$ cat src/rtl/ns_arb_pkg.sv
// ns_arb_pkg: shared mode enum and index helpers for the request arbiters
package ns_arb_pkg;
  typedef enum logic {ARB_FIXED = 1'b0, ARB_RR = 1'b1} arb_mode_e;
  function automatic int idx_w(input int w);
    return w > 1 ? $clog2(w) : 1;
  endfunction
  function automatic int nxt(input int i, input int w);
    return i == 0 ? w - 1 : i - 1;
  endfunction
endpackage

$ cat src/rtl/ns_prio_enc.sv
// ns_prio_enc: combinational MSB-first priority encoder for any width
module ns_prio_enc import ns_arb_pkg::*; #(
  parameter int WIDTH = 8,
  parameter int IDX_W = idx_w(WIDTH)
) (
  input  logic [WIDTH-1:0] req,
  output logic [IDX_W-1:0] idx,
  output logic             valid
);
  always_comb begin
    idx = '0;
    valid = |req;
    for (int i = 0; i < WIDTH; i++) if (req[i]) idx = IDX_W'(i);
  end
endmodule

$ cat src/rtl/ns_rr_prio_arb.sv
// ns_rr_prio_arb: fixed or round-robin arbiter with a registered valid/ready grant
module ns_rr_prio_arb import ns_arb_pkg::*; #(
  parameter int WIDTH = 8,
  parameter int MODE  = 0,
  parameter int IDX_W = idx_w(WIDTH)
) (
  input  logic             clk,
  input  logic             rst,
  input  logic [WIDTH-1:0] req,
  output logic             out_valid,
  input  logic             out_ready,
  output logic [IDX_W-1:0] gnt_idx,
  output logic [WIDTH-1:0] gnt_onehot
);
  localparam bit RR = (MODE == int'(ARB_RR));
  logic             hs, load, m_any, r_any;
  logic [IDX_W-1:0] ptr, ptr_nxt, ptr_eff, m_idx, r_idx, sel;
  logic [WIDTH-1:0] mask, masked;
  assign hs      = out_valid & out_ready;
  assign load    = ~out_valid | out_ready;
  assign ptr_nxt = IDX_W'(nxt(int'(gnt_idx), WIDTH));
  // the pointer advance from this edge's handshake already steers this edge's pick
  assign ptr_eff = hs ? ptr_nxt : ptr;
  always_comb begin
    mask = '0;
    for (int i = 0; i < WIDTH; i++) mask[i] = (i <= int'(ptr_eff));
  end
  assign masked = req & mask;
  ns_prio_enc #(.WIDTH(WIDTH), .IDX_W(IDX_W)) u_enc_m (.req(masked), .idx(m_idx), .valid(m_any));
  ns_prio_enc #(.WIDTH(WIDTH), .IDX_W(IDX_W)) u_enc_r (.req(req), .idx(r_idx), .valid(r_any));
  assign sel = (RR && m_any) ? m_idx : r_idx;
  always_ff @(posedge clk or posedge rst) begin
    if (rst) begin
      out_valid  <= 1'b0;
      gnt_idx    <= '0;
      gnt_onehot <= '0;
      ptr        <= IDX_W'(WIDTH - 1);
    end else begin
      if (load) begin
        out_valid  <= r_any;
        gnt_idx    <= r_any ? sel : '0;
        gnt_onehot <= r_any ? WIDTH'(1) << sel : '0;
      end
      if (RR && hs) ptr <= ptr_nxt;
    end
  end
  a_onehot: assert property (@(posedge clk) disable iff (rst)
    gnt_onehot == (out_valid ? WIDTH'(1) << gnt_idx : '0));
  a_ptr: assert property (@(posedge clk) disable iff (rst) int'(ptr) < WIDTH);
  a_idle: assert property (@(posedge clk) disable iff (rst) !out_valid |-> gnt_idx == '0);
endmodule
$ cat config.mk
export PLATFORM = sky130hd
export DESIGN_NAME = ns_rr_prio_arb
export DESIGN_NICKNAME = d
export VERILOG_FILES = /design/src/rtl/ns_arb_pkg.sv /design/src/rtl/ns_prio_enc.sv /design/src/rtl/ns_rr_prio_arb.sv
export SDC_FILE = /design/constraint.sdc
export NUM_CORES = 1
export LEC_CHECK = 0
export CAP_MARGIN = 0
export CORE_MARGIN = 2
export CORE_UTILIZATION = 40
export CTS_CLUSTER_SIZE = 25
export DETAILED_ROUTE_END_ITERATION = 8
export PLACE_DENSITY = 0.77
export SLEW_MARGIN = 20
export SYNTH_ARGS = -nofsm -noshare
export SYNTH_HDL_FRONTEND = slang
export SYNTH_SLANG_ARGS = --single-unit
$ cat constraint.sdc
create_clock -name clk -period 1.3 [get_ports clk]
set_clock_uncertainty 0.05 [all_clocks]
set_input_delay 0.39 -clock clk [delete_from_list [all_inputs] [get_ports clk]]
set_output_delay 0.39 -clock clk [all_outputs]
set_load 0.05 [all_outputs]
# Yosys cells after proc, flatten, opt, wreduce, memory -nomap -nowiden
# Index checks and enable logic that the tools add are counted.
[op_classes]
shifts = 1
mux = 9
reduce_logical = 1
bitwise_logic = 2
[op_table]
columns = ["operator", "count"]
rows = [
  ["$mux 3", 5],
  ["$mux 8", 1],
  ["$reduce_or 8->1", 1],
  ["$shl 1x3->8 const A", 1],
  ["$mux 2", 2],
  ["$mux 1", 1],
  ["$not 1->1", 1],
  ["$or 1x1->1", 1],
]
[word_totals]
ff_bits = 12
word_cells = 16

# Logic depth before layout (Yosys ltp)
[logic_depth]
depth_word = 9
mapped_depth = 5
depth_no_buf = 4

# Cells and area by module
# Synthesis repeated with hierarchy kept, for this count alone.
[hier_totals]
cells_unflattened = 59
hier_area_um2 = 605.6
[by_module_without_submodules]
columns = ["module", "area_each_um2", "cells_each", "n_inst", "seq_area_each_um2"]
rows = [
  ["ns_rr_prio_arb", 539.3, 47, 1, 300.3],
  ["ns_prio_enc", 66.3, 12, 1, 0.0],
]

# Worst setup path before layout
# Ideal clock, no wire load.
[synth_path]
kind = "register to register"
startpoint = "register out_valid"
endpoint = "register gnt_onehot[2]"
arrival_time_ns = 1.360
stages_incl_launch_ff = 6
t_required_ns = 1.174
n_path_buf = 1
path_slack_ns = -0.186
cell_sequence = "dfrtp_1 -> nor2b_4 -> buf_6 -> nor4b_4 -> nand2_1 -> o21ai_1"
[synth_between]
elab_chain_len = 2
[synth_rtl]
columns = ["element", "line_no", "rtl"]
rows = [
  ["start, declared", "ns_rr_prio_arb.sv:10", "output logic out_valid,"],
  ["start signal, assigned", "ns_rr_prio_arb.sv:40", "out_valid <= r_any;"],
  ["$not 1->1", "ns_rr_prio_arb.sv:20", "assign load = ~out_valid | out_ready;"],
  ["$or 1x1->1", "ns_rr_prio_arb.sv:20", ""],
  ["end signal, assigned", "ns_rr_prio_arb.sv:42", "gnt_onehot <= r_any ? WIDTH'(1) << sel : '0;"],
  ["end, declared", "ns_rr_prio_arb.sv:13", "output logic [WIDTH-1:0] gnt_onehot"],
]
# Every way passes these cells.
# A chain may end at the register's enable or synchronous reset.

# Worst setup path after layout
[layout_path]
startpoint = "register out_valid"
endpoint = "output out_valid"
# No word-level cell between the ends.

==> metrics.md <==
| Metric | Value |
|---|---|
| Syn_area_per_cell | 10.7 sq um |
| Routed vias | 534 |
| Max Cap Violations | 0 |
| Placed Area | 970 sq um |
| Psw | 277 uW |
| HP Class | input pin to async pin |
| Worst Setup Path Type | flip-flop to output pin |
| Final instance area | 1080 sq um |
| Clk slew on worst S/H paths | 0.08 ns |
| # fillers | 73 |
| Crit. Startpoint | out_valid |
| Slew headroom | 79.4% |
| Number of routed nets with antenna violations | 0 |
| Inserted Clock Buffers | 3 |
| Fin crit period | 1.39 ns |
| Status | complete, but fails checks |
| Net Sw Frac | 28.5% |
| CTS tree | done |
| Ports | 23 |
| CP Data Required Time | 0.86 ns |
| EDFF count, synth | 0 |
| Die ar. | 1710 sq um |
| Die W | 41.4 microns |
| Most frequent cell after synthesis | dfrtp_1 |
| Die Ht | 41.4 microns |
| LEAKAGE | 0.000518 uW |
| Ranking of synthesized cells by area | dfrtp_1 (54%), mux2_2 (6.1%), nand2_1 (5.4%) |
| Worst path depth | 2 |
| Pwr Density | 903 nW/um^2 |
| Syn Inst Count | 52 |
| Clk root buf | clkbuf_4 |
| Setup TNS | -0.235 ns |
| Row count | 13 |
| Violated checks | setup timing |
| Power Internal | 695 uW |
| Number of global-route vias before repair | 517 |
| Share of cells above drive strength 1 | 47.3% |
| Area Overhead vs Synth | 93.0% |
| Count of cell types in the netlist | 20 |
| Area leader, netlist | dfrtp_1 |
| Commonest cells post-synth | dfrtp_1 (12), nand2_1 (8), inv_1 (5) |
| Reg2Reg Depth | 5 |
| Initial antenna violation count | 0 |
| Most used flip-flop cell after synthesis | dfrtp_1 |
| Total GRT Usage | 21.1% |
| Avg WL per Cell | 13.1 microns |
| # setup viols final | 7 |
| CP delay by family, top | flip-flops |
| Clk sink count | 12 |
| Clock latency on the worst-skew pair | 0.28 ns |
| Total Wirelength | 1420 microns |
| Final Hold Viols | 0 |
| Register area share after synthesis | 53.8% |
| Std-Cell Core Area | 1300 sq um |
| N_diodes | 0 |
| Worst-margin pin slew | 0.307 ns |
| Largest net degree at the start of global routing | 13 |
| Fmax | 722 MHz |
| Clock Power Share | 31.0% |
| Worst path cell trace | buf_6, buf_12 |
| Length of the first detailed-routing pass in iterations | 4 |
| CTS H-tree lvls | 1 |
| Initial Util | 42.9% |
| Yosys reg bits | 12 |
| Synth warn | 0 |
| CP Capture Type | output pin |
| Biggest cell delay along the critical path | 0.41 ns |
| I/O Buffers | 22 |
| RR Startpoint | out_valid |
| Final-stage net count | 105 |
| First DRT Iteration DRCs | 16 |
| Dpl hpwl | 993 microns |
| Total grt overflow | 0 |
| Final Hold Slack | 0.342 ns |
| Worst path arrival time | 0.95 ns |
| IR drop worst, VDD | 0.000705 V |
| Slew Viols, Final | 0 |
| Design Power | 973 uW |
| Worst setup margin | -0.0851 ns |
| First-pass GRT wire length | 2210 microns |
| Synthesized Nets | 63 |
| Final Wtd Congestion | 0.854 |
| R2R setup slack | -0.06 ns |
| Period utilization | 107% |
| CP endpoint | out_valid |
| RSZ-0062 raised after global routing | true |
| Syn Std Cell Area | 558 sq um |
| Crit path max fanout | 2 |
| Asr flop ratio synth | 100% |
| CP Launch Type | flip-flop |
| Number of remaining DRC errors | 0 |
| Yosys top cell area share | 53.8% |
| RR Endpoint | gnt_onehot[1] |
| CP Buf/Inv Count | 2 |
| Vias per inst | 4.94 |
| Sequential share of power | 42.1% |
| Slowest CP cell | dfrtp_2 |
| Comb power frac | 26.9% |
| Max clock buf depth | 2 |
-- worst min path at each step --
| stage | slack, ns | end |
|---|---|---|
| after global placement | 0.47 | gnt_onehot[4] |
| after detailed placement | 0.48 | gnt_onehot[6] |
| final | 0.34 | gnt_onehot[5] |
| after floorplan | 0.20 | gnt_idx[0] |
| after CTS | 0.35 | gnt_onehot[5] |
| after global routing | 0.38 | gnt_onehot[5] |
-- worst reg2reg max path, cell delays in order (launching register included) --
cell and delay (ns):
dfrtp_2 0.41, nor2b_4 0.15, nor4b_4 0.29, buf_4 0.20, nand2_2 0.05, o21ai_2 0.15
-- power groups by stage --
stage | sequential, uW | clock (uW) | combinational (uW)
after global placement | 417 | 0 | 249
final | 410 | 302 | 261
after global routing | 412 | 322 | 278
after CTS | 410 | 302 | 259
after floorplan | 468 | 0 | 54.3
after detailed placement | 417 | 0 | 253
-- final cells by class --
type / instances / area, sq um / share of cell area [%]
Timing Repair Buffer: 39 / 462 / 42.9
Multi-Input combinational cell: 33 / 240 / 22.3
Inverter: 5 / 18.8 / 1.74
Tap cell: 15 / 18.8 / 1.74
Clock buffer: 4 / 36.3 / 3.37
Sequential cell: 12 / 302 / 28.0
-- kinds of logic (layout without fill, tap and decap cells) --
logic type             Yosys count  after routing  share of synthesized area, %
AO/OA/AOI/OAI                   12             12                          14.3
buffers and inverters            7             48                          6.28
flip-flops                      12             12                          53.8
multiplexers                     3              3                          6.05
AND/OR/NAND/NOR                 18             18                          19.5
-- cell usage in the layout (no fill, tap or decap), types with 2 or more instances in the layout --
cell type / instances
mux2_2: 3
nand2_1: 7
inv_1: 5
nor2_1: 3
dlygate4sd2_1: 8
clkbuf_4: 3
a21oi_1: 2
buf_4: 16
o31ai_1: 2
dfrtp_1: 11
a32o_1: 2
o21ai_0: 2
buf_12: 12
clkdlybuf4s50_1: 2
-- sequential cells by signal, indices dropped and copies added, names as in the netlist --
register    count
gnt_onehot      8
gnt_idx         3
out_valid       1
-- routing by layer --
metal	vias up	GRT usage, %	wire [microns]
met3	4	5.32	85
met2	17	31.6	659
met4	0	12.1	32
met5	-	0	0
li1	261	-	-
met1	252	27.5	638
-- metrics by stage --
step	std cells	setup slack, ns	util, %
after global placement	96	-0.417	74.5
after CTS	106	-0.0867	81.2
after detailed placement	96	-0.481	74.5
after global routing	108	-0.127	82.8
after floorplan	52	-0.0963	-
final	108	-0.0851	82.8
-- repair_timing --
action / in CTS / in global routing
pin swaps: 5 / 2
endpoints found under the setup margin: 12 / 16
buffers inserted: 6 / 2
hold buffers: 0 / 0
gates resized for setup: 11 / 2
Power figures use the tool's default switching activity.
